--- src/rtl/audio_pkg.sv ---
// rtl/audio_pkg.sv - shared audio widths, request FSM encoding and counter helper
package audio_pkg;

  localparam int SAMPLE_W = 16;

  // 45.1584 MHz board clock / 44.1 kHz = 1024 cycles per sample
  localparam int BOARD_CLK_HZ       = 45_158_400;
  localparam int SAMPLE_RATE_HZ     = 44_100;
  localparam int DEFAULT_SAMPLE_DIV = BOARD_CLK_HZ / SAMPLE_RATE_HZ;

  typedef enum logic [1:0] {
    ST_IDLE = 2'd0,
    ST_REQ  = 2'd1,
    ST_WAIT = 2'd2
  } req_state_e;

  function automatic logic [7:0] sat_inc8(input logic [7:0] v);
    return (v == 8'hFF) ? v : v + 8'd1;
  endfunction

endpackage

--- src/rtl/sample_fifo.sv ---
// rtl/sample_fifo.sv - first-word fall-through circular sample buffer
module sample_fifo #(
  parameter int WIDTH = 16,
  parameter int DEPTH = 4
) (
  input  logic                       clk,
  input  logic                       reset,
  input  logic                       push,
  input  logic [WIDTH-1:0]           push_data,
  input  logic                       pop,
  output logic                       out_valid,
  output logic [WIDTH-1:0]           out_data,
  output logic [$clog2(DEPTH):0]     level,
  output logic                       full
);

  localparam int PTR_W = $clog2(DEPTH);
  localparam int LVL_W = PTR_W + 1;

  logic [WIDTH-1:0] mem_q [DEPTH];
  logic [WIDTH-1:0] mem_d [DEPTH];
  logic [PTR_W-1:0] wr_ptr_q, wr_ptr_d;
  logic [PTR_W-1:0] rd_ptr_q, rd_ptr_d;
  logic [LVL_W-1:0] level_q, level_d;
  logic             do_push, do_pop;

  assign full      = (level_q == LVL_W'(DEPTH));
  assign out_valid = (level_q != '0);
  assign do_pop    = pop && out_valid;
  // A pop in the same cycle frees the slot, so a push at full is still safe
  assign do_push   = push && (!full || do_pop);

  always_comb begin
    mem_d    = mem_q;
    wr_ptr_d = wr_ptr_q;
    rd_ptr_d = rd_ptr_q;
    level_d  = level_q;
    if (do_push) begin
      mem_d[wr_ptr_q] = push_data;
      wr_ptr_d        = wr_ptr_q + 1'b1;
    end
    if (do_pop) begin
      rd_ptr_d = rd_ptr_q + 1'b1;
    end
    if (do_push && !do_pop) begin
      level_d = level_q + 1'b1;
    end else if (!do_push && do_pop) begin
      level_d = level_q - 1'b1;
    end
  end

  always_ff @(posedge clk) begin
    if (!reset) begin
      for (int i = 0; i < DEPTH; i++) begin
        mem_q[i] <= '0;
      end
      wr_ptr_q <= '0;
      rd_ptr_q <= '0;
      level_q  <= '0;
    end else begin
      mem_q    <= mem_d;
      wr_ptr_q <= wr_ptr_d;
      rd_ptr_q <= rd_ptr_d;
      level_q  <= level_d;
    end
  end

  assign out_data = out_valid ? mem_q[rd_ptr_q] : '0;
  assign level    = level_q;

endmodule

--- src/rtl/sample_requester.sv ---
// rtl/sample_requester.sv - paced generate_next/sample_ready initiator feeding a sample FIFO
module sample_requester
  import audio_pkg::*;
#(
  parameter int WIDTH      = SAMPLE_W,
  parameter int SAMPLE_DIV = DEFAULT_SAMPLE_DIV,
  parameter int TIMEOUT    = 32,
  parameter int FIFO_DEPTH = 4
) (
  input  logic                          clk,
  input  logic                          reset,
  input  logic                          enable,
  output logic                          generate_next,
  input  logic                          sample_ready,
  input  logic [WIDTH-1:0]              sample,
  output logic                          out_valid,
  output logic [WIDTH-1:0]              out_sample,
  input  logic                          out_ack,
  output logic [$clog2(FIFO_DEPTH):0]   fifo_level,
  output logic [7:0]                    timeout_cnt,
  output logic [7:0]                    overrun_cnt
);

  localparam int DIV_W  = $clog2(SAMPLE_DIV);
  localparam int WAIT_W = $clog2(TIMEOUT + 1);

  req_state_e        state_q, state_d;
  logic [DIV_W-1:0]  div_q, div_d;
  logic [WAIT_W-1:0] wait_q, wait_d;
  logic              gen_q, gen_d;
  logic [7:0]        timeout_q, timeout_d;
  logic [7:0]        overrun_q, overrun_d;
  logic              tick;
  logic              push;
  logic [WIDTH-1:0]  push_data;
  logic              fifo_full;

  always_comb begin
    div_d = div_q;
    tick  = 1'b0;
    if (enable) begin
      if (div_q == DIV_W'(SAMPLE_DIV - 1)) begin
        div_d = '0;
        tick  = 1'b1;
      end else begin
        div_d = div_q + 1'b1;
      end
    end
  end

  // Ticks outside IDLE cannot occur because SAMPLE_DIV exceeds a full request
  always_comb begin
    state_d   = state_q;
    wait_d    = wait_q;
    timeout_d = timeout_q;
    overrun_d = overrun_q;
    push      = 1'b0;
    push_data = '0;
    unique case (state_q)
      ST_IDLE: begin
        if (tick) begin
          if (fifo_full) begin
            overrun_d = sat_inc8(overrun_q);
          end else begin
            state_d = ST_REQ;
          end
        end
      end
      ST_REQ: begin
        wait_d  = '0;
        state_d = ST_WAIT;
      end
      ST_WAIT: begin
        if (sample_ready) begin
          push      = 1'b1;
          push_data = sample;
          state_d   = ST_IDLE;
        end else if (wait_q == WAIT_W'(TIMEOUT - 1)) begin
          push      = 1'b1;
          timeout_d = sat_inc8(timeout_q);
          state_d   = ST_IDLE;
        end else begin
          wait_d = wait_q + 1'b1;
        end
      end
      default: begin
        state_d = ST_IDLE;
      end
    endcase
    gen_d = (state_d == ST_REQ);
  end

  always_ff @(posedge clk) begin
    if (!reset) begin
      state_q   <= ST_IDLE;
      div_q     <= '0;
      wait_q    <= '0;
      gen_q     <= 1'b0;
      timeout_q <= '0;
      overrun_q <= '0;
    end else begin
      state_q   <= state_d;
      div_q     <= div_d;
      wait_q    <= wait_d;
      gen_q     <= gen_d;
      timeout_q <= timeout_d;
      overrun_q <= overrun_d;
    end
  end

  sample_fifo #(
    .WIDTH (WIDTH),
    .DEPTH (FIFO_DEPTH)
  ) u_fifo (
    .clk       (clk),
    .reset     (reset),
    .push      (push),
    .push_data (push_data),
    .pop       (out_ack),
    .out_valid (out_valid),
    .out_data  (out_sample),
    .level     (fifo_level),
    .full      (fifo_full)
  );

  assign generate_next = gen_q;
  assign timeout_cnt   = timeout_q;
  assign overrun_cnt   = overrun_q;

endmodule
--- config.mk ---
export PLATFORM = sky130hd
export DESIGN_NAME = sample_requester
export DESIGN_NICKNAME = d
export VERILOG_FILES = /design/src/rtl/audio_pkg.sv /design/src/rtl/sample_fifo.sv /design/src/rtl/sample_requester.sv
export SDC_FILE = /design/constraint.sdc
export NUM_CORES = 1
export LEC_CHECK = 0
export CORE_MARGIN = 2
export CORE_UTILIZATION = 40
export DETAILED_ROUTE_END_ITERATION = 12
export PLACE_DENSITY = 0.63
export SLEW_MARGIN = 0
export SYNTH_ARGS = -nofsm -noshare
export SYNTH_HDL_FRONTEND = slang
export SYNTH_SLANG_ARGS = --single-unit
--- constraint.sdc ---
create_clock -name clk -period 2.89 [get_ports clk]
set_input_delay 0.4335 -clock clk [delete_from_list [all_inputs] [get_ports clk]]
set_output_delay 0.4335 -clock clk [all_outputs]
set_load 0.01 [all_outputs]
==> impl_results.md <==
- Wire per inst: 15.1 µm
- Reg-to-Reg Start: wait_q[0]$_SDFFE_PN0P_
- Worst setup SP type: register
- GR Util All Layers: 0.173
- Ant. Diodes: 0
- Crit path max fanout: 11
- Core area: 12000 µm²
- Clock Skews: about 7.9 ps
- Primary FF master, synth: dfxtp_1
- Initial Util: 0.409
- Min-delay src: reset
- # port buffers: 57
- Routed Antenna Nets: 0
- Layout cell share with drive strength beyond 1: 0.0966
- Pins Over Slew Limit: 0
- Largest net degree at the start of global routing: 45
- R2R setup slack: 530 ps
- Crit path kind: register to output pin
- CTS Buffer Depth: 2
- Status: finished clean
- Util after Layout: 0.495
- Ys async rst share: 0
- Syn_nets: about 530
- Clock latency at the later pin of the worst-skew pair: ~350 ps
- Worst EP arrival: 2160 ps
- Root buf cell: clkbuf_16
- Die height: 115 µm
- Fin. Hold Viols: 0
- Final min period: 2590 ps
- Post-Syn Area: roughly 4900 µm²
- Placed standard-cell area: approximately 5600 µm²
- Initial antenna violation count: 0
- Setup Buffers After CTS: 0
- FF+latch count, synth: 106
- I/O pin cnt: just under 60
- HP Class: input port to register
- Area grow syn2layout: 20.8%
- P_leak: about 0.0024 µW
- Part of the cycle the worst path needs: 0.896
- CTS tree: built
- Grt ovf: 0
- Worst hold stages: 3
- Power density cells: approximately 550 nW/µm²
- F_max: a little under 400 MHz
- Final WL: 10.6 mm
- Die Width: 115 µm
- Mean area per synthesized cell: about 10 µm²
- Post-CTS Resized: 0
- Die footprint: between 10000 and 15000 µm²
- Pwr Total: between 3000 and 4000 µW
- Slew margin rel.: 0.389
- Fin area: 5920 µm²
- DRC Markers: 0
- Max Cap Violations: 0
- Number of global-route vias before repair: 3782
- CTS sink cnt: roughly 110
- FF-to-FF path depth: 10
- Rows: 40
- Hold slack: 396 ps
- Drt pass-1 iters: 4
- Hold buffer count at cts: 0
- Via-per-instance ratio: 5.43
- Final setup violation count: 0
- GP Congestion: 0.791
- Worst R2R End: u_fifo.level[2]$_SDFFE_PN0P_
- Setup crit end kind: output pin
- YS warnings: 0
- Register area share after synthesis: 0.433
- Final HPWL DP: 7.18 mm
- Iteration-0 DRC Markers: about 180
- Vias: about 3800
- Clock H-tree levels: 3
- Synth Instances: about 500
- Number of synthesized flops with an enable pin: 0
- Final-stage net count: about 590
- Num CTS Buffers: 9
- VDD IR max: about 0.33 mV
- First-pass GRT wire length: roughly 18 mm
- Clk pin slew, worst setup/hold paths: around 70 ps
- Worst Tran Pin Value: 907 ps
- RSZ-0062 raised after global routing: no
- Worst Hold End: timeout_cnt[6]$_SDFFE_PN0P_
- Req. time, crit path: roughly 2500 ps
- Unique masters post-synth: 46
- Setup tns final: 0 ps
[metal layers]
layer,track usage,vias up,share of wire
li1,-,1896,-
met1,0.231,1839,0.48
met2,0.278,84,0.46
met3,0.0371,17,0.038
met4,0.0602,0,0.020
met5,0,-,0
[worst max path at each step]
stage | end | slack, ps | from | cells after the start
5_1_grt | out_sample[8] | 170 | u_fifo.rd_ptr_q[0]$_SDFFE_PN0P_ | 4
3_3_place_gp | overrun_cnt[7]$_SDFFE_PN0P_ | 210 | enable | 6
2_1_floorplan | out_sample[10] | 650 | u_fifo.rd_ptr_q[0]$_SDFFE_PN0P_ | 4
3_5_place_dp | overrun_cnt[7]$_SDFFE_PN0P_ | 130 | enable | 6
4_1_cts | out_sample[7] | 270 | u_fifo.rd_ptr_q[0]$_SDFFE_PN0P_ | 4
6_report | out_sample[7] | 300 | u_fifo.rd_ptr_q[0]$_SDFFE_PN0P_ | 4
[through the flow]
step / instances / setup WS, ps
after global routing: 706 / 175
after CTS: 706 / 269
after global placement: 690 / 214
final: 706 / 299
after floorplan: 501 / 652
after detailed placement: 690 / 134
[layout make-up]
cell class	instances	area, µm²
fillers	1115	6040
multi-input cells	357	2610
flip-flops and latches	106	2120
repair buffers	71	683
clock buffers	11	243
well taps	147	184
clock inverters	5	38.8
inverters	9	33.8
[registers in the layout, indices dropped and copies added, names as in the netlist]
register / flops
u_fifo.level: 3
generate_next: 1
timeout_cnt: 8
u_fifo.wr_ptr_q: 2
overrun_cnt: 8
u_fifo.rd_ptr_q: 2
u_fifo.mem_q: 64
state_q: 2
div_q: 10
wait_q: 6
[worst max-delay path, cell delays in order (launching register included)]
cell	delay (ps)
dfxtp_1	340
buf_4	260
mux4_2	570
and2_1	180
clkdlybuf4s50_1	470
[Yosys cell counts, drive strengths merged (2+ instances only)]
cell | n | area share
inv | 9 | 0.0069
nor3 | 2 | 0.0020
nand2 | 92 | 0.071
or2 | 2 | 0.0026
nor2b | 2 | 0.0026
o21a | 2 | 0.0031
o21ai | 14 | 0.014
and2 | 16 | 0.020
nand4 | 5 | 0.011
or3b | 2 | 0.0036
xor2 | 10 | 0.018
buf | 9 | 0.011
o41ai | 4 | 0.0072
and3 | 4 | 0.0051
a21oi | 23 | 0.024
mux2i | 66 | 0.13
or3 | 8 | 0.010
dfxtp | 106 | 0.43
nand2b | 4 | 0.0051
nand3 | 22 | 0.022
and4 | 5 | 0.0089
or4 | 7 | 0.011
a2111o | 3 | 0.0069
o2111ai | 2 | 0.0036
clkbuf | 20 | 0.015
nor2 | 14 | 0.011
o311ai | 3 | 0.0054
o31ai | 8 | 0.012
mux4 | 16 | 0.074
o211ai | 2 | 0.0031
ha | 9 | 0.023
nor3b | 2 | 0.0031
[kinds of logic after synthesis]
family          after synthesis  share of synthesized area
fa+ha+maj                    10                     0.0271
buf+inv                      38                     0.0330
mux                          83                      0.211
compound gates               64                     0.0841
flops                       106                      0.433
xor+xnor                     11                     0.0197
simple gates                189                      0.192
[power breakdown]
group / switching [µW] / total (µW) / internal, µW
clock network: 554 / 1170 / 613
registers: 40.6 / 1530 / 1490
logic: 318 / 573 / 256
total: 912 / 3270 / 2360
[cell usage in the layout, fill, tap and decap left out, types with 14 or more instances in the layout]
cell,count
a21oi_1,23
and2_1,16
dfxtp_1,106
mux2i_1,66
clkdlybuf4s50_1,56
nor2_1,14
nand2_1,92
nand3_1,22
mux4_2,16
Power figures use the tool's default switching activity.
